`src/rtl/multicycle_ctrl.sv`:
```
// Multicycle MIPS-style control unit: sequences IF/ID/EXE/MEM/WB per opcode
// and decodes datapath enables/selects from state and opcode.
// Ports: CLK, RST (async active-low), opcode[5:0], Zero in;
//   PCWre, IRWre, InsMemRW, RegWre, ExtSel, ALUSrcA, ALUSrcB, WrRegDSrc,
//   ALUM2Reg, RD/WR (active-low), RegDst[1:0], PCSrc[1:0], ALUCtrl[2:0],
//   state[2:0] (debug) out.
// Macro MULTICYCLE_CTRL_JAL_EN: when defined, jal links $31 and jumps in ID;
//   otherwise jal decodes as an undefined opcode (NOP).
module multicycle_ctrl #(
  parameter logic [5:0] HALT_OP = 6'b111111
) (
  input  logic       CLK,
  input  logic       RST,
  input  logic [5:0] opcode,
  input  logic       Zero,
  output logic       PCWre,
  output logic       IRWre,
  output logic       InsMemRW,
  output logic       RegWre,
  output logic       ExtSel,
  output logic       ALUSrcA,
  output logic       ALUSrcB,
  output logic       WrRegDSrc,
  output logic       ALUM2Reg,
  output logic       RD,
  output logic       WR,
  output logic [1:0] RegDst,
  output logic [1:0] PCSrc,
  output logic [2:0] ALUCtrl,
  output logic [2:0] state
);

  typedef enum logic [2:0] {
    S_IF    = 3'b000,
    S_ID    = 3'b001,
    S_EXE_M = 3'b010,
    S_MEM   = 3'b011,
    S_WB_L  = 3'b100,
    S_EXE_B = 3'b101,
    S_EXE_A = 3'b110,
    S_WB_A  = 3'b111
  } state_t;

  localparam logic [5:0] OP_ADD  = 6'b000000;
  localparam logic [5:0] OP_SUB  = 6'b000001;
  localparam logic [5:0] OP_ADDI = 6'b000010;
  localparam logic [5:0] OP_OR   = 6'b010000;
  localparam logic [5:0] OP_AND  = 6'b010001;
  localparam logic [5:0] OP_ORI  = 6'b010010;
  localparam logic [5:0] OP_SLT  = 6'b100110;
  localparam logic [5:0] OP_SW   = 6'b110000;
  localparam logic [5:0] OP_LW   = 6'b110001;
  localparam logic [5:0] OP_BEQ  = 6'b110100;
  localparam logic [5:0] OP_J    = 6'b111000;

  state_t r_state;
  logic   r_halted;

  logic w_add, w_sub, w_addi, w_or, w_and, w_ori, w_slt;
  logic w_sw, w_lw, w_beq, w_j, w_jal, w_halt;
  logic w_r_type, w_i_type, w_alu, w_mem;
  logic [2:0] w_alu_ctrl;
  state_t w_id_next;

  assign w_add  = (opcode == OP_ADD);
  assign w_sub  = (opcode == OP_SUB);
  assign w_addi = (opcode == OP_ADDI);
  assign w_or   = (opcode == OP_OR);
  assign w_and  = (opcode == OP_AND);
  assign w_ori  = (opcode == OP_ORI);
  assign w_slt  = (opcode == OP_SLT);
  assign w_sw   = (opcode == OP_SW);
  assign w_lw   = (opcode == OP_LW);
  assign w_beq  = (opcode == OP_BEQ);
  assign w_j    = (opcode == OP_J);
  assign w_halt = (opcode == HALT_OP);

`ifdef MULTICYCLE_CTRL_JAL_EN
  localparam logic [5:0] OP_JAL = 6'b111010;
  assign w_jal = (opcode == OP_JAL);
`else
  assign w_jal = 1'b0;
`endif

  assign w_r_type = w_add | w_sub | w_or | w_and | w_slt;
  assign w_i_type = w_addi | w_ori;
  assign w_alu    = w_r_type | w_i_type;
  assign w_mem    = w_lw | w_sw;

  always_comb begin
    w_alu_ctrl = 3'b000;
    unique case (1'b1)
      w_sub, w_beq: w_alu_ctrl = 3'b001;
      w_or, w_ori:  w_alu_ctrl = 3'b011;
      w_and:        w_alu_ctrl = 3'b100;
      w_slt:        w_alu_ctrl = 3'b110;
      default:      w_alu_ctrl = 3'b000;
    endcase
  end

  // j, jal and undefined opcodes all finish in ID and return to fetch.
  always_comb begin
    w_id_next = S_IF;
    unique case (1'b1)
      w_alu:   w_id_next = S_EXE_A;
      w_beq:   w_id_next = S_EXE_B;
      w_mem:   w_id_next = S_EXE_M;
      default: w_id_next = S_IF;
    endcase
  end

  // Halt parks the machine in IF; only reset clears it.
  always_ff @(posedge CLK or negedge RST) begin
    if (!RST) begin
      r_state  <= S_IF;
      r_halted <= 1'b0;
    end else if (!r_halted) begin
      unique case (r_state)
        S_IF:    r_state <= S_ID;
        S_ID: begin
          if (w_halt) begin
            r_halted <= 1'b1;
            r_state  <= S_IF;
          end else begin
            r_state  <= w_id_next;
          end
        end
        S_EXE_A: r_state <= S_WB_A;
        S_EXE_M: r_state <= S_MEM;
        S_MEM:   r_state <= w_lw ? S_WB_L : S_IF;
        S_EXE_B: r_state <= S_IF;
        S_WB_A:  r_state <= S_IF;
        S_WB_L:  r_state <= S_IF;
        default: r_state <= S_IF;
      endcase
    end
  end

  assign state = r_state;

  // Decode is gated by RST so a mid-instruction reset drops every
  // enable (including a pending memory write) without waiting for a clock.
  always_comb begin
    PCWre     = 1'b0;
    IRWre     = 1'b0;
    InsMemRW  = 1'b0;
    RegWre    = 1'b0;
    ExtSel    = 1'b0;
    ALUSrcA   = 1'b0;
    ALUSrcB   = 1'b0;
    WrRegDSrc = 1'b0;
    ALUM2Reg  = 1'b0;
    RD        = 1'b1;
    WR        = 1'b1;
    RegDst    = 2'b00;
    PCSrc     = 2'b00;
    ALUCtrl   = 3'b000;
    if (RST && !r_halted) begin
      unique case (r_state)
        S_IF: begin
          InsMemRW = 1'b1;
          IRWre    = 1'b1;
        end
        S_ID: begin
          if (!w_halt) begin
            if (w_j) begin
              PCWre = 1'b1;
              PCSrc = 2'b11;
            end else if (w_jal) begin
              RegWre    = 1'b1;
              RegDst    = 2'b00;
              WrRegDSrc = 1'b0;
              PCWre     = 1'b1;
              PCSrc     = 2'b11;
            end else if (!(w_alu | w_beq | w_mem)) begin
              PCWre = 1'b1;
              PCSrc = 2'b00;
            end
          end
        end
        S_EXE_A: begin
          ALUSrcB = w_i_type;
          ExtSel  = w_addi;
          ALUCtrl = w_alu_ctrl;
        end
        S_WB_A: begin
          ALUSrcB   = w_i_type;
          ExtSel    = w_addi;
          ALUCtrl   = w_alu_ctrl;
          RegWre    = 1'b1;
          WrRegDSrc = 1'b1;
          ALUM2Reg  = 1'b0;
          PCWre     = 1'b1;
          PCSrc     = 2'b00;
          RegDst    = w_r_type ? 2'b10 : 2'b01;
        end
        S_EXE_B: begin
          ALUCtrl = 3'b001;
          ExtSel  = 1'b1;
          PCWre   = 1'b1;
          PCSrc   = Zero ? 2'b01 : 2'b00;
        end
        S_EXE_M: begin
          ALUSrcB = 1'b1;
          ExtSel  = 1'b1;
          ALUCtrl = 3'b000;
        end
        S_MEM: begin
          if (w_lw) begin
            RD = 1'b0;
          end else begin
            WR    = 1'b0;
            PCWre = 1'b1;
            PCSrc = 2'b00;
          end
        end
        S_WB_L: begin
          RD        = 1'b0;
          RegWre    = 1'b1;
          RegDst    = 2'b01;
          WrRegDSrc = 1'b1;
          ALUM2Reg  = 1'b1;
          PCWre     = 1'b1;
          PCSrc     = 2'b00;
        end
        default: begin
          PCWre = 1'b0;
        end
      endcase
    end
  end

endmodule
```
`config.mk`:
```
export PLATFORM = sky130hd
export DESIGN_NAME = multicycle_ctrl
export DESIGN_NICKNAME = d
export VERILOG_FILES = /design/src/rtl/multicycle_ctrl.sv
export SDC_FILE = /design/constraint.sdc
export NUM_CORES = 1
export LEC_CHECK = 0
export BUFFER_PORTS_ARGS = -buffer_cell sky130_fd_sc_hd__buf_2
export CELL_PAD_IN_SITES_DETAIL_PLACEMENT = 2
export CELL_PAD_IN_SITES_GLOBAL_PLACEMENT = 2
export CORE_MARGIN = 5
export CORE_UTILIZATION = 25
export CTS_CLUSTER_DIAMETER = 80
export CTS_CLUSTER_SIZE = 25
export DETAILED_ROUTE_END_ITERATION = 10
export HOLD_SLACK_MARGIN = 0.06
export PLACE_DENSITY_LB_ADDON = 0.1
export RECOVER_POWER = 100
export SLEW_MARGIN = 20
export SYNTH_ARGS = -nofsm -noshare
export SYNTH_HDL_FRONTEND = slang
export SYNTH_SLANG_ARGS = --single-unit
export TNS_END_PERCENT = 50
```
`constraint.sdc`:
```
create_clock -name CLK -period 3 [get_ports CLK]
set_input_delay 0.6 -clock CLK [delete_from_list [all_inputs] [get_ports CLK]]
set_output_delay 0.6 -clock CLK [all_outputs]
set_load 0.005 [all_outputs]
```
==> impl_metrics.env, run 1 <==
export IMPL_path_cells="clkbuf_1 -> nor2b_1 -> nand2_1 -> or3_1 -> o22ai_1 -> clkbuf_1"
export IMPL_syn_inst=106
export IMPL_yosysWarnings=0
export IMPL_grt_pass1_wl_um=4680
export IMPL_cp_slowest_cell="or3_1"
export IMPL_clock_skew_ps=7.56
export IMPL_setup_viol=0
export IMPL_p_leak_nw=0.300
export IMPL_endpoint_kind="output port"
export IMPL_synth_nets=115
export IMPL_gr_total_overflow=0
export IMPL_drive_above_1_share_pct=14.3
export IMPL_arrival_ps=2050
export IMPL_io_pins=30
export IMPL_io_buffers=28
export IMPL_ctsLongestPathBuffers=2
export IMPL_power_w=0.000488
export IMPL_synth_edf_count=0
export IMPL_max_cap_viol_count=0
export IMPL_cts_tree="done"
export IMPL_pre_cts_ws_ps=456
export IMPL_ys_types=40
export IMPL_numCtsBuffers=3
export IMPL_die_h_um=62.7
export IMPL_drt_initial_drc_count=17
export IMPL_slew_viol_final=0
export IMPL_ant_nets=0
export IMPL_wirelength_um=2740
export IMPL_grt_pass1_vias=947
export IMPL_postCtsSetupBuffers=0
export IMPL_syn2layout_area_growth_pct=16.9
export IMPL_wire_per_inst_um=17.5
export IMPL_grt_max_degree=16
export IMPL_yosysSeqAreaShare_pct=14.4
export IMPL_async_flop_share_pct=100
export IMPL_clk_pin_slew_ps=40
export IMPL_route_detailed_drc=0
export IMPL_start_util_pct=25.6
export IMPL_fp_dieArea_um2=3930
export IMPL_gp_congestion=0.760
export IMPL_peakVddDrop_mv=0.349
export IMPL_core_um2=2710
export IMPL_critical_path_class="in -> out"
export IMPL_fin_crit_sh_pct=88.4
export IMPL_post_cts_resized=0
export IMPL_rsz0062_at_grt="false"
export IMPL_antenna_found_initial=0
export IMPL_cts_max_level=1
export IMPL_max_freq_ghz=0.377
export IMPL_path_max_fanout=6
export IMPL_fin_ws_ps=349
export IMPL_tightest_slew_ps=693
export IMPL_ys_flop_type="dfrtp_1"
export IMPL_worst_ep_required_time_ps=2400
export IMPL_netlist_area_um2=694
export IMPL_viasPerCell=5.46
export IMPL_seqPwrFrac_pct=22.0
export IMPL_outcome="completed"
export IMPL_hp_class="in -> async"
export IMPL_clock_latency_ps=240
export IMPL_avgSynthCellArea_um2=6.55
export IMPL_place_hpwl_um=2160
export IMPL_critPathMostFrequentCell="clkbuf_1"
export IMPL_p_comb_share_pct=63.9
export IMPL_holdBufCountCts=0
export IMPL_cts_root_buffer_cell="clkbuf_4"
export IMPL_whs_ps=216
export IMPL_row_count=19
export IMPL_vias=857
export IMPL_maxSlewHeadroom_pct=53.8
export IMPL_swShare_pct=51.8
export IMPL_die_width_um=62.7
export IMPL_pwr_density_cell_nw_per_um2=600
export IMPL_ys_seq_elements=4
export IMPL_switchingPower_w=0.000252
export IMPL_num_antenna_cells=0
export IMPL_fin_setup_tns_ps=0
export IMPL_final_nets=137
export IMPL_start_kind="primary input"
export IMPL_grt_usage_pct=14.5
export IMPL_internal_power_w=0.000235
export IMPL_clockPowerShare_pct=14.2
export IMPL_slowest_delay_ps=370
export IMPL_clkSinkCount=4
export IMPL_final_min_clock_period_ps=2650
export IMPL_dr_pass1_iters=4
export IMPL_hold_viol=0
-- placed cells by master (no fill, tap or decap), types with 2 or more instances in the layout --
cell type,Yosys,routed
o21ai_0,1,2
nor4_1,2,2
or3_1,2,2
o22a_1,3,3
a211oi_1,5,5
inv_1,3,3
a21oi_1,6,6
nor3_1,4,4
o21ai_1,4,3
clkbuf_1,6,18
nand2_1,10,10
nand4b_1,2,2
nand3_1,6,6
a21o_1,2,2
nor2b_1,2,2
nand2b_1,5,5
clkbuf_4,0,3
buf_2,6,13
nor2_1,9,9
dfrtp_1,4,4
-- Yosys cell counts (2+ instances only) --
| library cell | instances | area (um2) |
|---|---|---|
| nand4b_1 | 2 | 17.5 |
| inv_1 | 3 | 11.3 |
| nand2b_1 | 5 | 31.3 |
| nor2_1 | 9 | 33.8 |
| buf_4 | 3 | 22.5 |
| o21ai_1 | 4 | 20.0 |
| or3_1 | 2 | 12.5 |
| dfrtp_1 | 4 | 100 |
| nor4_1 | 2 | 12.5 |
| nand2_1 | 10 | 37.5 |
| nor3_1 | 4 | 20.0 |
| or2_1 | 2 | 12.5 |
| o22a_1 | 3 | 26.3 |
| a211oi_1 | 5 | 37.5 |
| clkbuf_1 | 6 | 22.5 |
| a21oi_1 | 6 | 30.0 |
| nand3_1 | 6 | 30.0 |
| buf_2 | 6 | 30.0 |
| nor2b_1 | 2 | 12.5 |
| a21o_1 | 2 | 15.0 |
-- cells by family after synthesis --
group	Yosys count	synth area share [%]
AND/OR/NAND/NOR	53	42.3
AO/OA/AOI/OAI	29	28.8
multiplexers	1	1.44
buffers and inverters	18	12.4
flip-flops	4	14.4
other	1	0.540
-- state kept, by name, summed over array words and instances, names as in the netlist --
name and cells:
state 3, r_halted 1
-- metal layers --
layer  global-route usage, %  vias up  wire (um)
met5                       0        -          0
met4                    3.98        0          0
met3                    3.06        0        123
met2                    24.0       25       1370
met1                    18.9      411       1250
li1                        -      421          -
-- worst max-delay path, delay by kind of cell --
kind | cells | cell delay (ps)
AOI/OAI and AO/OA | 1 | 210
buffers and inverters | 2 | 380
and+or+nand+nor | 3 | 850
-- worst paths after layout --
check,start,endpoint,slack (ps),cells after the start
worst max-delay path,RST,PCWre,350,6
worst min-delay path,RST,state[2],220,1
worst max register to register,state[2],state[2],1010,5
worst min register to register,state[2],r_halted,610,2
max in group asynchronous,RST,state[1],2550,1
min in group CLK,state[2],r_halted,610,2
-- per-stage QoR --
stage	instance area [um2]	cells	utilization, %
final	812	157	30.0
after global routing	812	157	30.0
after CTS	851	157	31.4
after detailed placement	828	154	30.6
after global placement	828	154	30.6
after floorplan	694	106	-
-- area by class of cell --
| type | count | area [um2] |
|---|---|---|
| fill | 369 | 1900 |
| tap | 31 | 38.8 |
| sequential | 4 | 100 |
| inverter | 3 | 11.3 |
| multi-input combinational | 84 | 502 |
| timing repair buffer | 32 | 138 |
| clock buffer | 3 | 22.5 |
-- power groups by stage --
stage	registers (W)	logic, W	clock network (W)
after floorplan	0.0000988	0.000235	0
after global placement	0.000106	0.000346	0
after detailed placement	0.000108	0.000351	0
after CTS	0.000107	0.000353	0.0000720
after global routing	0.000111	0.000354	0.0000779
final	0.000107	0.000311	0.0000690
Power figures use the tool's default switching activity.
==> run 2, diff against run 1 <==
==> config.mk (replaced) <==
export PLATFORM = sky130hd
export DESIGN_NAME = multicycle_ctrl
export DESIGN_NICKNAME = d
export VERILOG_FILES = /design/src/rtl/multicycle_ctrl.sv
export SDC_FILE = /design/constraint.sdc
export NUM_CORES = 1
export LEC_CHECK = 0
export CELL_PAD_IN_SITES_DETAIL_PLACEMENT = 2
export CELL_PAD_IN_SITES_GLOBAL_PLACEMENT = 2
export CORE_MARGIN = 5
export CORE_UTILIZATION = 33
export CTS_CLUSTER_DIAMETER = 80
export CTS_CLUSTER_SIZE = 25
export DETAILED_ROUTE_END_ITERATION = 10
export DONT_BUFFER_PORTS = 1
export HOLD_SLACK_MARGIN = 0.06
export PLACE_DENSITY_LB_ADDON = 0.1
export RECOVER_POWER = 100
export SYNTH_ARGS = -nofsm -noshare
export SYNTH_HDL_FRONTEND = slang
export SYNTH_SLANG_ARGS = --single-unit
export TNS_END_PERCENT = 50
==> run 2 against run 1 <==
Effect of this change:
- via count is 15% lower
- largest cell class unchanged
- final cell count is 21% lower
- first-iteration DRC count is 71% lower
- register-to-register slack worse by 60 ps
- die area is 21% lower
- global-route usage is 0.85 points higher
- largest power group unchanged
- fmax is 6.4% higher
- non-clock buffer count is 29 lower
==> impl_metrics.env, run 2 (synthesis gave the netlist of run 1 again) <==
export IMPL_outcome="completed"
export IMPL_vias=725
export IMPL_wire_per_inst_um=19.1
export IMPL_grt_pass1_vias=797
export IMPL_hold_viol=0
export IMPL_num_antenna_cells=0
export IMPL_p_leak_nw=0.227
export IMPL_crit_buf_inv=0
export IMPL_cts_max_level=1
export IMPL_setup_viol=0
export IMPL_fin_crit_sh_pct=83.1
export IMPL_peakVddDrop_mv=0.362
export IMPL_dr_pass1_iters=4
export IMPL_max_freq_ghz=0.401
export IMPL_route_detailed_drc=0
export IMPL_multiInputGateArea_um2=502
export IMPL_die_h_um=55.9
export IMPL_rsz0062_at_grt="false"
export IMPL_ctsLongestPathBuffers=2
export IMPL_endpoint_kind="output port"
export IMPL_pwr_density_cell_nw_per_um2=611
export IMPL_fill_cells=233
export IMPL_grt_max_degree=16
export IMPL_row_count=16
export IMPL_cts_root_buffer_cell="clkbuf_4"
export IMPL_cts_tree="done"
export IMPL_gr_total_overflow=0
export IMPL_tightest_slew_ps=698
export IMPL_clkSinkCount=4
export IMPL_place_hpwl_um=1840
export IMPL_final_min_clock_period_ps=2490
export IMPL_core_um2=1980
export IMPL_clock_latency_ps=230
export IMPL_clk_pin_slew_ps=30
export IMPL_io_buffers=0
export IMPL_maxSlewHeadroom_pct=53.4
export IMPL_drt_initial_drc_count=5
export IMPL_numCtsBuffers=3
export IMPL_fin_setup_tns_ps=0
export IMPL_grt_usage_pct=15.4
export IMPL_slowest_delay_ps=590
export IMPL_path_cells="nor3b_1 -> nand2_1 -> or3_1 -> o22ai_1"
export IMPL_clock_skew_ps=0.300
export IMPL_wirelength_um=2370
export IMPL_post_cts_resized=0
export IMPL_regArea_um2=100
export IMPL_ant_nets=0
export IMPL_die_width_um=55.9
export IMPL_largest_reg_flops=3
export IMPL_mostFrequentLayoutCells="nand2_1, nor2_1, nand3_1, a21oi_1"
export IMPL_fp_dieArea_um2=3120
export IMPL_viasPerCell=5.85
export IMPL_grt_pass1_wl_um=3900
export IMPL_drive_above_1_share_pct=4.12
export IMPL_gp_congestion=0.704
export IMPL_final_nets=108
export IMPL_slew_viol_final=0
export IMPL_mostFrequentLayoutCell="nand2_1"
export IMPL_arrival_ps=1890
export IMPL_power_w=0.000420
export IMPL_start_util_pct=35.0
export IMPL_max_cap_viol_count=0
export IMPL_hp_class="reg -> reg"
export IMPL_critical_path_class="reg -> out"
export IMPL_antenna_found_initial=0
export IMPL_start_kind="register"
export IMPL_cp_slowest_cell="dfrtp_1"
export IMPL_worst_ep_required_time_ps=2400
export IMPL_syn2layout_area_growth_pct=-1.08
export IMPL_io_pins=30
export IMPL_critical_path_top_delay_family="simple AND/OR/NAND/NOR gates"
export IMPL_path_max_fanout=13
-- run 2: path summary, 6_finish.rpt --
| path | startpoint | to | slack (ps) | depth (start not counted) |
|---|---|---|---|---|
| worst max-delay path | state[0] | PCWre | 510 | 4 |
| worst min register to register | r_halted | r_halted | 580 | 1 |
| max in group asynchronous | RST | state[0] | 2210 | 1 |
| min in group asynchronous | RST | state[1] | 630 | 1 |
| worst min-delay path | r_halted | r_halted | 580 | 1 |
| worst max register to register | state[2] | state[2] | 950 | 5 |
-- run 2: through the flow --
step	cell area (um2)	hold WS (ps)	instances	util [%]	setup WS [ps]
final	687	585	124	34.7	508
after floorplan	694	304	106	-	760
after global placement	668	305	120	33.7	652
after detailed placement	668	305	120	33.7	625
after global routing	687	628	124	34.7	325
after CTS	701	612	124	35.4	441
-- run 2: what timing repair did --
action                    4_1_cts  5_1_grt
hold buffers                    1        0
setup buffers                   0        0
hold endpoints to repair        4        0
-- run 2: final cells by class --
type / instances / area share (%)
Multi-Input combinational cell: 84 / 73.0
Clock buffer: 3 / 3.28
Inverter: 3 / 1.64
Sequential cell: 4 / 14.6
Tap cell: 27 / 4.92
Timing Repair Buffer: 3 / 2.55
-- run 2: worst reg2reg max path, stage by stage, from the launching register on --
cell      delay (ps)
dfrtp_1          370
clkbuf_1         320
or4b_1           620
a211oi_1         300
a211oi_1          90
a211oi_1         240
-- run 2: power by group --
part / internal [W] / switching [W]
Clock: 0.0000446 / 0.0000198
Combinational: 0.0000893 / 0.000149
Sequential: 0.0000739 / 0.0000429
Total: 0.000208 / 0.000212
-- run 2: layer usage --
metal | part of all wire [%] | GRT usage, % | wire [um]
met1 | 45 | 18.4 | 1080
met2 | 51 | 27.0 | 1210
met4 | 0 | 5.08 | 0
met5 | 0 | 0 | 0
met3 | 3.6 | 3.25 | 86
==> run 3, diff against run 2 <==
--- a/config.mk
+++ b/config.mk
@@ -8,7 +8,7 @@
 export CELL_PAD_IN_SITES_DETAIL_PLACEMENT = 2
 export CELL_PAD_IN_SITES_GLOBAL_PLACEMENT = 2
 export CORE_MARGIN = 5
-export CORE_UTILIZATION = 33
+export CORE_UTILIZATION = 30
 export CTS_CLUSTER_DIAMETER = 80
 export CTS_CLUSTER_SIZE = 25
 export DETAILED_ROUTE_END_ITERATION = 10
==> constraint.sdc (replaced) <==
create_clock -name CLK -period 2.3 [get_ports CLK]
set_input_delay 0.46 -clock CLK [delete_from_list [all_inputs] [get_ports CLK]]
set_output_delay 0.46 -clock CLK [all_outputs]
set_load 0.005 [all_outputs]
==> run 3 against run 2 <==
Effect of this change:
- worst setup slack worse by 310 ps
- first-iteration DRC count grew to 3.2 times the previous value
- clock skew is 3.4 ps higher
- critical path type unchanged
- power is 43% higher
- non-clock buffer count rose by 3
- routed wire length is 3.3% higher
- final cell count increased by 3.2%
- critical path depth is the same
- via count rose by 6.3%
- largest cell class unchanged
- sequential share of layout area is 0.78 points lower
- hold slack worse by 89 ps
- combinational power is 63% higher
==> impl_metrics.env, run 3 (synthesis gave the netlist of run 1 again) <==
export IMPL_outcome="completed"
export IMPL_mostFrequentLayoutCells="nand2_1, nor2_1, nand3_1, a21oi_1"
export IMPL_io_buffers=0
export IMPL_dr_pass1_iters=4
export IMPL_worst_ep_required_time_ps=1840
export IMPL_grt_pass1_wl_um=3970
export IMPL_fin_setup_tns_ps=0
export IMPL_antenna_found_initial=0
export IMPL_slew_viol_final=0
export IMPL_p_leak_nw=0.249
export IMPL_final_min_clock_period_ps=2100
export IMPL_placed_area_um2=692
export IMPL_fin_ws_ps=202
export IMPL_io_pins=30
export IMPL_ff2ff_setup_slack_ps=440
export IMPL_critical_path_class="reg -> out"
export IMPL_start_util_pct=31.4
export IMPL_gr_total_overflow=0
export IMPL_row_count=17
export IMPL_num_antenna_cells=0
export IMPL_pwr_density_cell_nw_per_um2=825
export IMPL_vias=771
export IMPL_die_h_um=58.1
export IMPL_whs_ps=496
export IMPL_drive_above_1_share_pct=11.0
export IMPL_postCtsSetupBuffers=0
export IMPL_path_max_fanout=8
export IMPL_ctsLongestPathBuffers=2
export IMPL_drt_initial_drc_count=16
export IMPL_grt_pass1_vias=807
export IMPL_endpoint_kind="output port"
export IMPL_clock_latency_ps=230
export IMPL_fill_cells=282
export IMPL_cts_root_buffer_cell="clkbuf_4"
export IMPL_pre_cts_ws_ps=220
export IMPL_r2r_end="state[2]"
export IMPL_max_freq_ghz=0.477
export IMPL_max_cap_viol_count=0
export IMPL_ant_nets=0
export IMPL_hold_viol=0
export IMPL_mostFrequentLayoutCell="nand2_1"
export IMPL_fp_dieArea_um2=3380
export IMPL_grt_max_degree=17
export IMPL_gp_congestion=0.793
export IMPL_viasPerCell=6.02
export IMPL_clk_pin_slew_ps=40
export IMPL_start_kind="register"
export IMPL_final_nets=111
export IMPL_grt_usage_pct=14.8
export IMPL_arrival_ps=1640
export IMPL_clkSinkCount=4
export IMPL_cts_max_level=1
export IMPL_power_w=0.000599
export IMPL_wirelength_um=2450
export IMPL_die_width_um=58.1
export IMPL_clock_skew_ps=3.74
export IMPL_rsz0062_at_grt="false"
export IMPL_setup_viol=0
export IMPL_fin_crit_sh_pct=91.2
export IMPL_cts_tree="done"
export IMPL_route_detailed_drc=0
export IMPL_wire_per_inst_um=19.2
export IMPL_numCtsBuffers=3
export IMPL_final_area_um2=726
export IMPL_largest_reg_flops=3
export IMPL_core_um2=2210
export IMPL_r2r_start="state[2]"
export IMPL_peakVddDrop_mv=0.413
export IMPL_hp_class="in -> async"
export IMPL_worst_r2r_cell_count=5
export IMPL_syn2layout_area_growth_pct=4.50
export IMPL_place_hpwl_um=1830
## run 3: cell types whose count changed in the layout (fill, tap and decap cells not counted), sizes merged
cell / before / now
clkbuf: 5 / 4
buf: 0 / 4
## run 3: worst max-delay path, stage by stage, from the launching register on
cell and delay (ps):
dfrtp_1 460, nor2b_2 250, nand3_1 160, a2111oi_2 370, buf_4 170
## run 3: layout make-up
type	count	area (um2)	share of cell area, %
Tap cell	28	35.0	4.83
Multi-Input combinational cell	84	513	70.7
Timing Repair Buffer	6	43.8	6.03
Inverter	3	11.3	1.55
Sequential cell	4	100	13.8
Clock buffer	3	22.5	3.10
## run 3: metrics by stage
step / util, % / std cells
6_report: 32.8 / 128
5_1_grt: 32.8 / 128
4_1_cts: 32.9 / 128
3_5_place_dp: 31.3 / 124
3_3_place_gp: 31.3 / 124
2_1_floorplan: - / 106
## run 3: report_power, final
| group | switching, W | total [W] | internal (W) |
|---|---|---|---|
| sequential | 0.0000260 | 0.000123 | 0.0000966 |
| combinational | 0.000240 | 0.000388 | 0.000148 |
| clock | 0.0000291 | 0.0000875 | 0.0000584 |
| total | 0.000295 | 0.000599 | 0.000303 |
## run 3: worst max path at each step
stage / from / to / slack [ps] / depth (start not counted)
floorplan: opcode[5] / RegDst[1] / 340 / 5
CTS: r_halted / ALUCtrl[1] / 70 / 4
finish: r_halted / ALUCtrl[1] / 200 / 4
detailed placement: RST / ALUCtrl[1] / 220 / 4
global placement: RST / ALUCtrl[1] / 340 / 4
global route: r_halted / ALUCtrl[1] / 30 / 4
## run 3: routing by layer
layer  vias to the layer above  part of all wire (%)  global-route usage, %  wire length [um]
li1                        370                     -                      -                 -
met1                       379                    48                   19.8              1170
met2                        22                    47                   25.2              1150
met3                         0                   5.7                   3.56               140
met4                         0                     0                  0.993                 0
met5                         -                     0                      0                 0
## run 3: what timing repair did
| action | CTS | global route |
|---|---|---|
| endpoints found under the setup margin | 1 | 1 |
| gates resized for setup | 1 | 2 |
| hold endpoints to repair | 4 | 0 |
| hold buffers | 1 | 0 |
